`src/rtl/bypass_ctrl_pkg.sv`:
```
// bypass_ctrl_pkg
// Shared definitions for the operand bypass / load-use stall controller.
//   SEL_*          forwarding select encodings driven onto rs_sel / rt_sel
//   LAT_*          result latency codes: the stage whose end makes a result usable
//   shadow_entry_t one shadow-pipeline slot {valid, addr, lat}
//   norm_lat()     folds the unused latency code 3 onto LAT_MEM2
// Optional feature macro used by the top level: BYPASS_STALL_CNT_EN.

package bypass_ctrl_pkg;

  localparam logic [1:0] SEL_GPR  = 2'b00;
  localparam logic [1:0] SEL_EX   = 2'b01;
  localparam logic [1:0] SEL_MEM1 = 2'b10;
  localparam logic [1:0] SEL_MEM2 = 2'b11;

  localparam logic [1:0] LAT_EX   = 2'd0;
  localparam logic [1:0] LAT_MEM1 = 2'd1;
  localparam logic [1:0] LAT_MEM2 = 2'd2;

  typedef struct packed {
    logic       valid;
    logic [4:0] addr;
    logic [1:0] lat;
  } shadow_entry_t;

  // Latency code 3 has no stage of its own; it behaves like a load.
  function automatic logic [1:0] norm_lat(input logic [1:0] lat);
    return (lat == 2'd3) ? LAT_MEM2 : lat;
  endfunction

endpackage

```
`src/rtl/bypass_match.sv`:
```
// bypass_match
// Resolves one source operand against the three shadow-pipeline entries.
// Ports:
//   ex_e, mem1_e, mem2_e  shadow entries, youngest (EX) to oldest (MEM2)
//   src                   source register number read in ID
//   rd                    1 when the ID instruction really reads src
//   sel                   forwarding select (SEL_GPR/EX/MEM1/MEM2)
//   not_ready             youngest matching producer has not finished yet

import bypass_ctrl_pkg::*;

module bypass_match (
  input  shadow_entry_t ex_e,
  input  shadow_entry_t mem1_e,
  input  shadow_entry_t mem2_e,
  input  logic [4:0]    src,
  input  logic          rd,
  output logic [1:0]    sel,
  output logic          not_ready
);

  logic src_live;
  logic hit_ex;
  logic hit_mem1;
  logic hit_mem2;

  // $0 is hardwired to zero, so a read of it never needs a forwarded value.
  assign src_live = rd && (src != 5'd0);
  assign hit_ex   = src_live && ex_e.valid   && (ex_e.addr   == src);
  assign hit_mem1 = src_live && mem1_e.valid && (mem1_e.addr == src);
  assign hit_mem2 = src_live && mem2_e.valid && (mem2_e.addr == src);

  // Only the youngest producer counts: an older write to the same register
  // is stale even if it is ready, so a not-ready young hit must stall rather
  // than fall through to an older stage.
  always_comb begin
    sel       = SEL_GPR;
    not_ready = 1'b0;
    if (hit_ex) begin
      if (ex_e.lat <= LAT_EX) sel = SEL_EX;
      else                    not_ready = 1'b1;
    end else if (hit_mem1) begin
      if (mem1_e.lat <= LAT_MEM1) sel = SEL_MEM1;
      else                        not_ready = 1'b1;
    end else if (hit_mem2) begin
      if (mem2_e.lat <= LAT_MEM2) sel = SEL_MEM2;
      else                        not_ready = 1'b1;
    end
  end

endmodule

```
`src/rtl/bypass_ctrl.sv`:
```
// bypass_ctrl
// Operand bypass selection and load-use interlock for a 5-stage-plus pipeline
// with results becoming available at the end of EX, MEM1 or MEM2.
// Ports:
//   clk, rst_n               clock, synchronous active-low reset
//   id_rs, id_rt             source registers of the ID instruction
//   id_rs_rd, id_rt_rd       ID instruction actually reads rs / rt
//   id_wr_en, id_wr_addr     destination write enable / address in ID
//   id_wr_lat                result latency code (0=EX, 1=MEM1, 2/3=MEM2)
//   hold                     global pipeline freeze
//   flush                    exception/eret flush of all younger stages
//   rs_sel, rt_sel           forwarding selects (00 GPR, 01 EX, 10 MEM1, 11 MEM2)
//   stall_id                 freeze PC/IF/ID and inject a bubble into EX
//   stall_cnt                (only with BYPASS_STALL_CNT_EN) count of stall cycles

import bypass_ctrl_pkg::*;

module bypass_ctrl (
  input  logic        clk,
  input  logic        rst_n,
  input  logic [4:0]  id_rs,
  input  logic [4:0]  id_rt,
  input  logic        id_rs_rd,
  input  logic        id_rt_rd,
  input  logic        id_wr_en,
  input  logic [4:0]  id_wr_addr,
  input  logic [1:0]  id_wr_lat,
  input  logic        hold,
  input  logic        flush,
  output logic [1:0]  rs_sel,
  output logic [1:0]  rt_sel,
  output logic        stall_id
`ifdef BYPASS_STALL_CNT_EN
  ,
  output logic [31:0] stall_cnt
`endif
);

  shadow_entry_t ex_q;
  shadow_entry_t mem1_q;
  shadow_entry_t mem2_q;
  shadow_entry_t ex_next;

  logic [1:0] rs_sel_raw;
  logic [1:0] rt_sel_raw;
  logic       rs_not_ready;
  logic       rt_not_ready;

  bypass_match u_match_rs (
    .ex_e      (ex_q),
    .mem1_e    (mem1_q),
    .mem2_e    (mem2_q),
    .src       (id_rs),
    .rd        (id_rs_rd),
    .sel       (rs_sel_raw),
    .not_ready (rs_not_ready)
  );

  bypass_match u_match_rt (
    .ex_e      (ex_q),
    .mem1_e    (mem1_q),
    .mem2_e    (mem2_q),
    .src       (id_rt),
    .rd        (id_rt_rd),
    .sel       (rt_sel_raw),
    .not_ready (rt_not_ready)
  );

  // A flushed ID instruction is discarded anyway, so it must never stall;
  // reset masks everything because the entries are only cleared at the edge.
  assign stall_id = rst_n & ~flush & (rs_not_ready | rt_not_ready);
  assign rs_sel   = rst_n ? rs_sel_raw : SEL_GPR;
  assign rt_sel   = rst_n ? rt_sel_raw : SEL_GPR;

  // A stalled instruction stays in ID, so what enters EX is a bubble.
  always_comb begin
    ex_next.valid = id_wr_en & ~stall_id;
    ex_next.addr  = id_wr_addr;
    ex_next.lat   = norm_lat(id_wr_lat);
  end

  // Shadow pipeline: reset beats flush, flush beats hold. A flush only
  // drops valid bits; stale addr/lat left behind can never match.
  always_ff @(posedge clk) begin
    if (!rst_n) begin
      ex_q   <= '0;
      mem1_q <= '0;
      mem2_q <= '0;
    end else if (flush) begin
      ex_q.valid   <= 1'b0;
      mem1_q.valid <= 1'b0;
      mem2_q.valid <= 1'b0;
    end else if (!hold) begin
      mem2_q <= mem1_q;
      mem1_q <= ex_q;
      ex_q   <= ex_next;
    end
  end

`ifdef BYPASS_STALL_CNT_EN
  // Cycles frozen by hold are not charged to the interlock; wraps naturally.
  always_ff @(posedge clk) begin
    if (!rst_n)              stall_cnt <= 32'd0;
    else if (stall_id && !hold) stall_cnt <= stall_cnt + 32'd1;
  end
`endif

endmodule

```
`config.mk`:
```
export PLATFORM = sky130hd
export DESIGN_NAME = bypass_ctrl
export DESIGN_NICKNAME = d
export VERILOG_FILES = /design/src/rtl/bypass_ctrl_pkg.sv /design/src/rtl/bypass_match.sv /design/src/rtl/bypass_ctrl.sv
export SDC_FILE = /design/constraint.sdc
export NUM_CORES = 1
export LEC_CHECK = 0
export BUFFER_PORTS_ARGS = -buffer_cell sky130_fd_sc_hd__buf_2
export CORE_MARGIN = 2
export CORE_UTILIZATION = 35
export DETAILED_ROUTE_END_ITERATION = 6
export GPL_TIMING_DRIVEN = 0
export SYNTH_ARGS = -nofsm -noshare
export SYNTH_HDL_FRONTEND = slang
export SYNTH_SLANG_ARGS = --single-unit
export TNS_END_PERCENT = 1
```
`constraint.sdc`:
```
create_clock -name clk -period 3.49 [get_ports clk]
set_input_delay 0.8725 -clock clk [delete_from_list [all_inputs] [get_ports clk]]
set_output_delay 0.8725 -clock clk [all_outputs]
set_load 0.02 [all_outputs]
```
### Word-level counts from Yosys, hierarchy flattened

Index checks and enable logic that the tools add are counted.

| storage, ports and cells | value |
|---|---|
| bits in registers | 24 |
| logic and storage cells | 66 |
| output and inout port bits | 5 |
| input port bits | 24 |

| operators by class | value |
|---|---|
| magnitude comparators | 3 |
| muxes and demuxes | 21 |
| reduce and logical (&&, ||, !) cells | 18 |
| bitwise logic cells | 8 |
| equal/unequal tests | 7 |

Operator list:

| operator | number |
|---|---|
| == test 5 bit | 6 |
| 2-to-1 mux 2 bit | 11 |
| logical AND 1 bit | 14 |
| 2-to-1 mux 1 bit | 10 |
| nonzero test 5 bit | 2 |
| less-or-equal comparator 2 x 1 -> 1 bit, second input constant | 2 |
| NOT 1 bit | 4 |
| bitwise AND 1 bit | 3 |
| == test 2 bit, second input constant | 1 |
| less-or-equal comparator 2 bit, second input constant | 1 |
| AND reduction 2 bit | 1 |
| OR reduction 2 bit | 1 |
| bitwise OR 1 bit | 1 |

### Longest topological paths before layout

| depth | value |
|---|---|
| depth after elaboration | 11 |
| mapped depth | 7 |
| depth with buffers taken out | 6 |

### Cells and area by module

Synthesis repeated with hierarchy kept, for this count alone.

| unflattened totals | value |
|---|---|
| cell total of the unflattened synthesis | 184 |
| area total of the unflattened synthesis | 1574.0 um^2 |

Modules (own cells, without submodules):

| module | cells an instance | times used | area each (um^2) |
|---|---|---|---|
| bypass_ctrl | 112 | 1 | 1011.0 |
| bypass_match | 36 | 2 | 281.5 |

### Worst setup path after synthesis

Ideal clock, no wire load.

| timing path | value |
|---|---|
| kind | input port to output port |
| from | input id_rs[0] |
| to | output stall_id |
| path buffers | 0 |
| arrival | 2.302 ns |
| cell stages on the path | 6 |
| data required time | 2.618 ns |
| path slack | 0.316 ns |
| path through | or4_4 o21ai_4 nor3_2 or2_1 o221ai_2 o21ba_1 |

| on the way | value |
|---|---|
| cells in the longest elaborated chain, start to end | 9 |
| elaborated cells between the ends (all ways) | 16 |
| those cells by class | eq/ne: 3; mux: 3; bitwise: 2; reduce/logical: 8 |

RTL lines:

| element | line | text |
|---|---|---|
| from (decl) | bypass_ctrl.sv:21 | `input logic [4:0] id_rs,` |
| nonzero test 5 bit | bypass_match.sv:28 | `assign src_live = rd && (src != 5'd0);` |
| logical AND 1 bit | bypass_match.sv:28 |  |
| logical AND 1 bit (2 in a row) | bypass_match.sv:31 | `assign hit_mem2 = src_live && mem2_e.valid && (mem2_e.addr == src);` |
| 2-to-1 mux 1 bit | bypass_match.sv:45 | `end else if (hit_mem2) begin` |
| 2-to-1 mux 1 bit | bypass_match.sv:42 | `end else if (hit_mem1) begin` |
| 2-to-1 mux 1 bit * | bypass_match.sv:39 | `if (hit_ex) begin` |
| bitwise OR 1 bit * | bypass_ctrl.sv:71 | `assign stall_id = rst_n & ~flush & (rs_not_ready \| rt_not_ready);` |
| bitwise AND 1 bit * | bypass_ctrl.sv:71 |  |
| to (decl) | bypass_ctrl.sv:32 | `output logic stall_id` |

Mark *: on every way between the ends. The rest lies on a longest branch, timed or not.

### Worst setup path after layout

| timing path | value |
|---|---|
| from | input id_rs[2] |
| to | output stall_id |

The elaborated chain is that of the path after synthesis.

==> results.json <==
{
  "status": "finished, final reports clean",
  "wl_per_cell_um": 13.4,
  "synth_area_um2": 1480,
  "p_leak_nw": 0.607,
  "drt_first_iter_violations": 93,
  "ctsLongestPathBuffers": 2,
  "cp-end-kind": "primary output",
  "drc": 0,
  "antenna_found_initial": 0,
  "syn_inst": 185,
  "io_buffers": 26,
  "yosys_warnings": 0,
  "ir_worst_vdd_v": 0.000150,
  "cts_tree": "yes",
  "arrival_ns": 2.54,
  "rsz0062_at_grt": "true",
  "die_x_um": 69.0,
  "hp-class": "register to register",
  "r2r-end": "ex_q[7]",
  "avgSynthCellArea_um2": 7.99,
  "min_from": "mem1_q[0]",
  "report.final.hold_viol_count": 0,
  "critPathSlowestCell": "or4_4",
  "yosys_register_bits": 24,
  "worstSetupEndpoint": "stall_id",
  "grt_max_degree": 14,
  "fin_crit_ns": 3.42,
  "vias": 1291,
  "first_pass_iters": 4,
  "routed_wl_um": 3560,
  "clock-sinks": 24,
  "power_uw": 560,
  "die-area_um2": 4760,
  "clkTransAtPathRegs_ns": 0.09,
  "numCtsBuffers": 3,
  "coreArea_um2": 4030,
  "crit_family": "simple AND/OR/NAND/NOR gates",
  "yosys.area.top_type": "dfxtp_1",
  "routabilityCongestion": 0.894,
  "worst_slack_ns": 0.0735,
  "yosys-top-cells-area": "dfxtp_1 (33%), xnor2_1 (15%), nand2_1 (13%), a21boi_0 (11%), xor2_1 (3.0%)",
  "viasPerCell": 4.85,
  "ant_nets": 0,
  "grt_usage_pct": 16.1,
  "synth_cell_type_count": 34,
  "slew_headroom_pct": 69.8,
  "worst_skew_pair.late_latency_ns": 0.26,
  "cap_violations": 0,
  "synth_top_area_share_pct": 32.5,
  "ys_seq_area_share_pct": 32.5,
  "htreeDepth": 1,
  "finalCritPeriodShare_pct": 97.9,
  "rrSetupSlack_ns": 1.71,
  "cp.depth": 8,
  "skew_ns": 0.00383,
  "dp_slack_ns": 0.00480,
  "reg2regPathDepth": 6,
  "drive_above_1_share_pct": 19.0,
  "initial_core_util_pct": 36.7,
  "power.density_nw_per_um2": 314,
  "grt_pass1_wl_um": 5620,
  "startpoint_type": "input port",
  "overflow": 0,
  "std_cell_rows": 23,
  "crit_fanout": 5,
  "tightest_slew_ns": 0.454,
  "cp-startpoint": "id_rs[2]",
  "fillers": 432,
  "hpwl_um": 2790,
  "timing.rr.start": "mem1_q[4]",
  "die_y_um": 69.0,
  "setup_viol": 0,
  "worstPathCellList": "buf_8, or4_4, o21ai_4, nor3_4, or2_1, o221ai_2, o21ba_1, buf_6",
  "placed_cells": 261,
  "worstSetupPathType": "input port to primary output",
  "cpPeakStageDelay_ns": 0.56,
  "layout.nets": 241,
  "io_pins": 29,
  "n_antenna_cell": 0,
  "drv_slew": 0,
  "cts-root-buf": "clkbuf_8",
  "fin_cells": 266,
  "cp.required_ns": 2.62,
  "synth.net_count": 209,
  "first_global_vias": 1165,
  "area_delta_synth_final_pct": 20.7,
  "path_buf_inv": 2,
  "max_freq_mhz": 293,
  "hold_slack_ns": 0.467
}
[kinds of logic after synthesis]
family                    after synthesis  share of synthesized area [%]
muxes                                   4                           2.71
and+or+nand+nor                        85                           27.2
buffers and inverters                   9                           2.29
DFF                                    24                           32.5
AOI/OAI and AO/OA                      33                           17.5
xor gates and xnor gates               30                           17.8
[routing by layer]
layer	vias to the layer above	track usage [%]	share of wire, %
met4	0	2.94	0.82
met5	-	0	0
li1	691	-	-
met3	2	3.08	3.6
met2	23	26.2	46
met1	575	22.3	49
[Yosys cell counts, drive strengths merged]
cell and instances:
and3b 2, o2111ai 1, nor2 4, dfxtp 24
o21ai 5, o21a 1, nor3 5, inv 1
nor3b 1, xor2 5, clkbuf 8, or4 2
o221ai 1, xnor2 25, or3 1, and2 1
o21ba 1, nand4 4, nor4 4, nand2 51
o22ai 2, o211ai 1, nand2b 1, or2 4
mux2i 4, a21boi 21, nand3b 1, nand3 4
[worst min path at each step]
stage               slack (ns)         to  cells past startpoint
floorplan                 0.44  mem2_q[0]                      2
global placement          0.45  mem2_q[0]                      2
detailed placement        0.46  mem2_q[0]                      2
CTS                       0.47  mem2_q[0]                      2
global route              0.51  mem2_q[0]                      2
finish                    0.47  mem2_q[0]                      2
[state kept, by name (all words and copies together) (netlist names)]
name	flops
mem2_q	8
ex_q	8
mem1_q	8
[area by class of cell]
type | instances | area, µm² | share of cell area [%]
buffer | 8 | 30.0 | 1.68
timing repair buffer | 27 | 160 | 8.98
clock buffer | 4 | 55.1 | 3.09
inverter | 1 | 3.75 | 0.210
tap | 50 | 62.6 | 3.51
sequential | 24 | 480 | 26.9
multi-input combinational | 152 | 992 | 55.6
[timing repair]
| item | CTS | global route |
|---|---|---|
| gates resized for setup | 1 | 12 |
| pin swaps | 0 | 8 |
| hold buffers | 0 | 0 |
| setup buffers | 0 | 1 |
| setup endpoints to repair | 1 | 2 |
[power breakdown]
| part | leakage, nW | switching (mW) | internal (mW) | total (mW) |
|---|---|---|---|---|
| clock | 0.0288 | 0.0868 | 0.101 | 0.187 |
| combinational | 0.384 | 0.0458 | 0.0401 | 0.0858 |
| sequential | 0.194 | 0.00770 | 0.279 | 0.287 |
| total | 0.607 | 0.140 | 0.420 | 0.560 |
[per-stage QoR]
step           setup TNS [ns]  utilization [%]  area [µm²]
6_report                    0             44.3        1780
5_1_grt            -0.0000215             44.3        1780
3_3_place_gp                0             41.5        1670
2_1_floorplan               0                -        1480
4_1_cts                     0             43.0        1730
3_5_place_dp                0             41.5        1670
[layout by cell type (no fill, tap or decap), drive strengths merged]
cell type,count
o211ai,1
or3,1
and2,1
dfxtp,24
nand2,51
inv,1
mux2i,4
or4,2
and3b,2
o2111ai,1
nor4,4
o22ai,2
nand4,4
nand2b,1
or2,4
nand3,4
clkbuf,12
o21ba,1
xor2,5
nor2,4
a21boi,21
buf,27
xnor2,25
nor3,5
nand3b,1
o21ai,5
o221ai,1
o21a,1
nor3b,1
[worst min-delay path, stage by stage, from the launching register on]
cell      delay (ns)
dfxtp_1         0.32
nand2_1         0.05
a21boi_0        0.06
(Power assumes the default switching activity.)
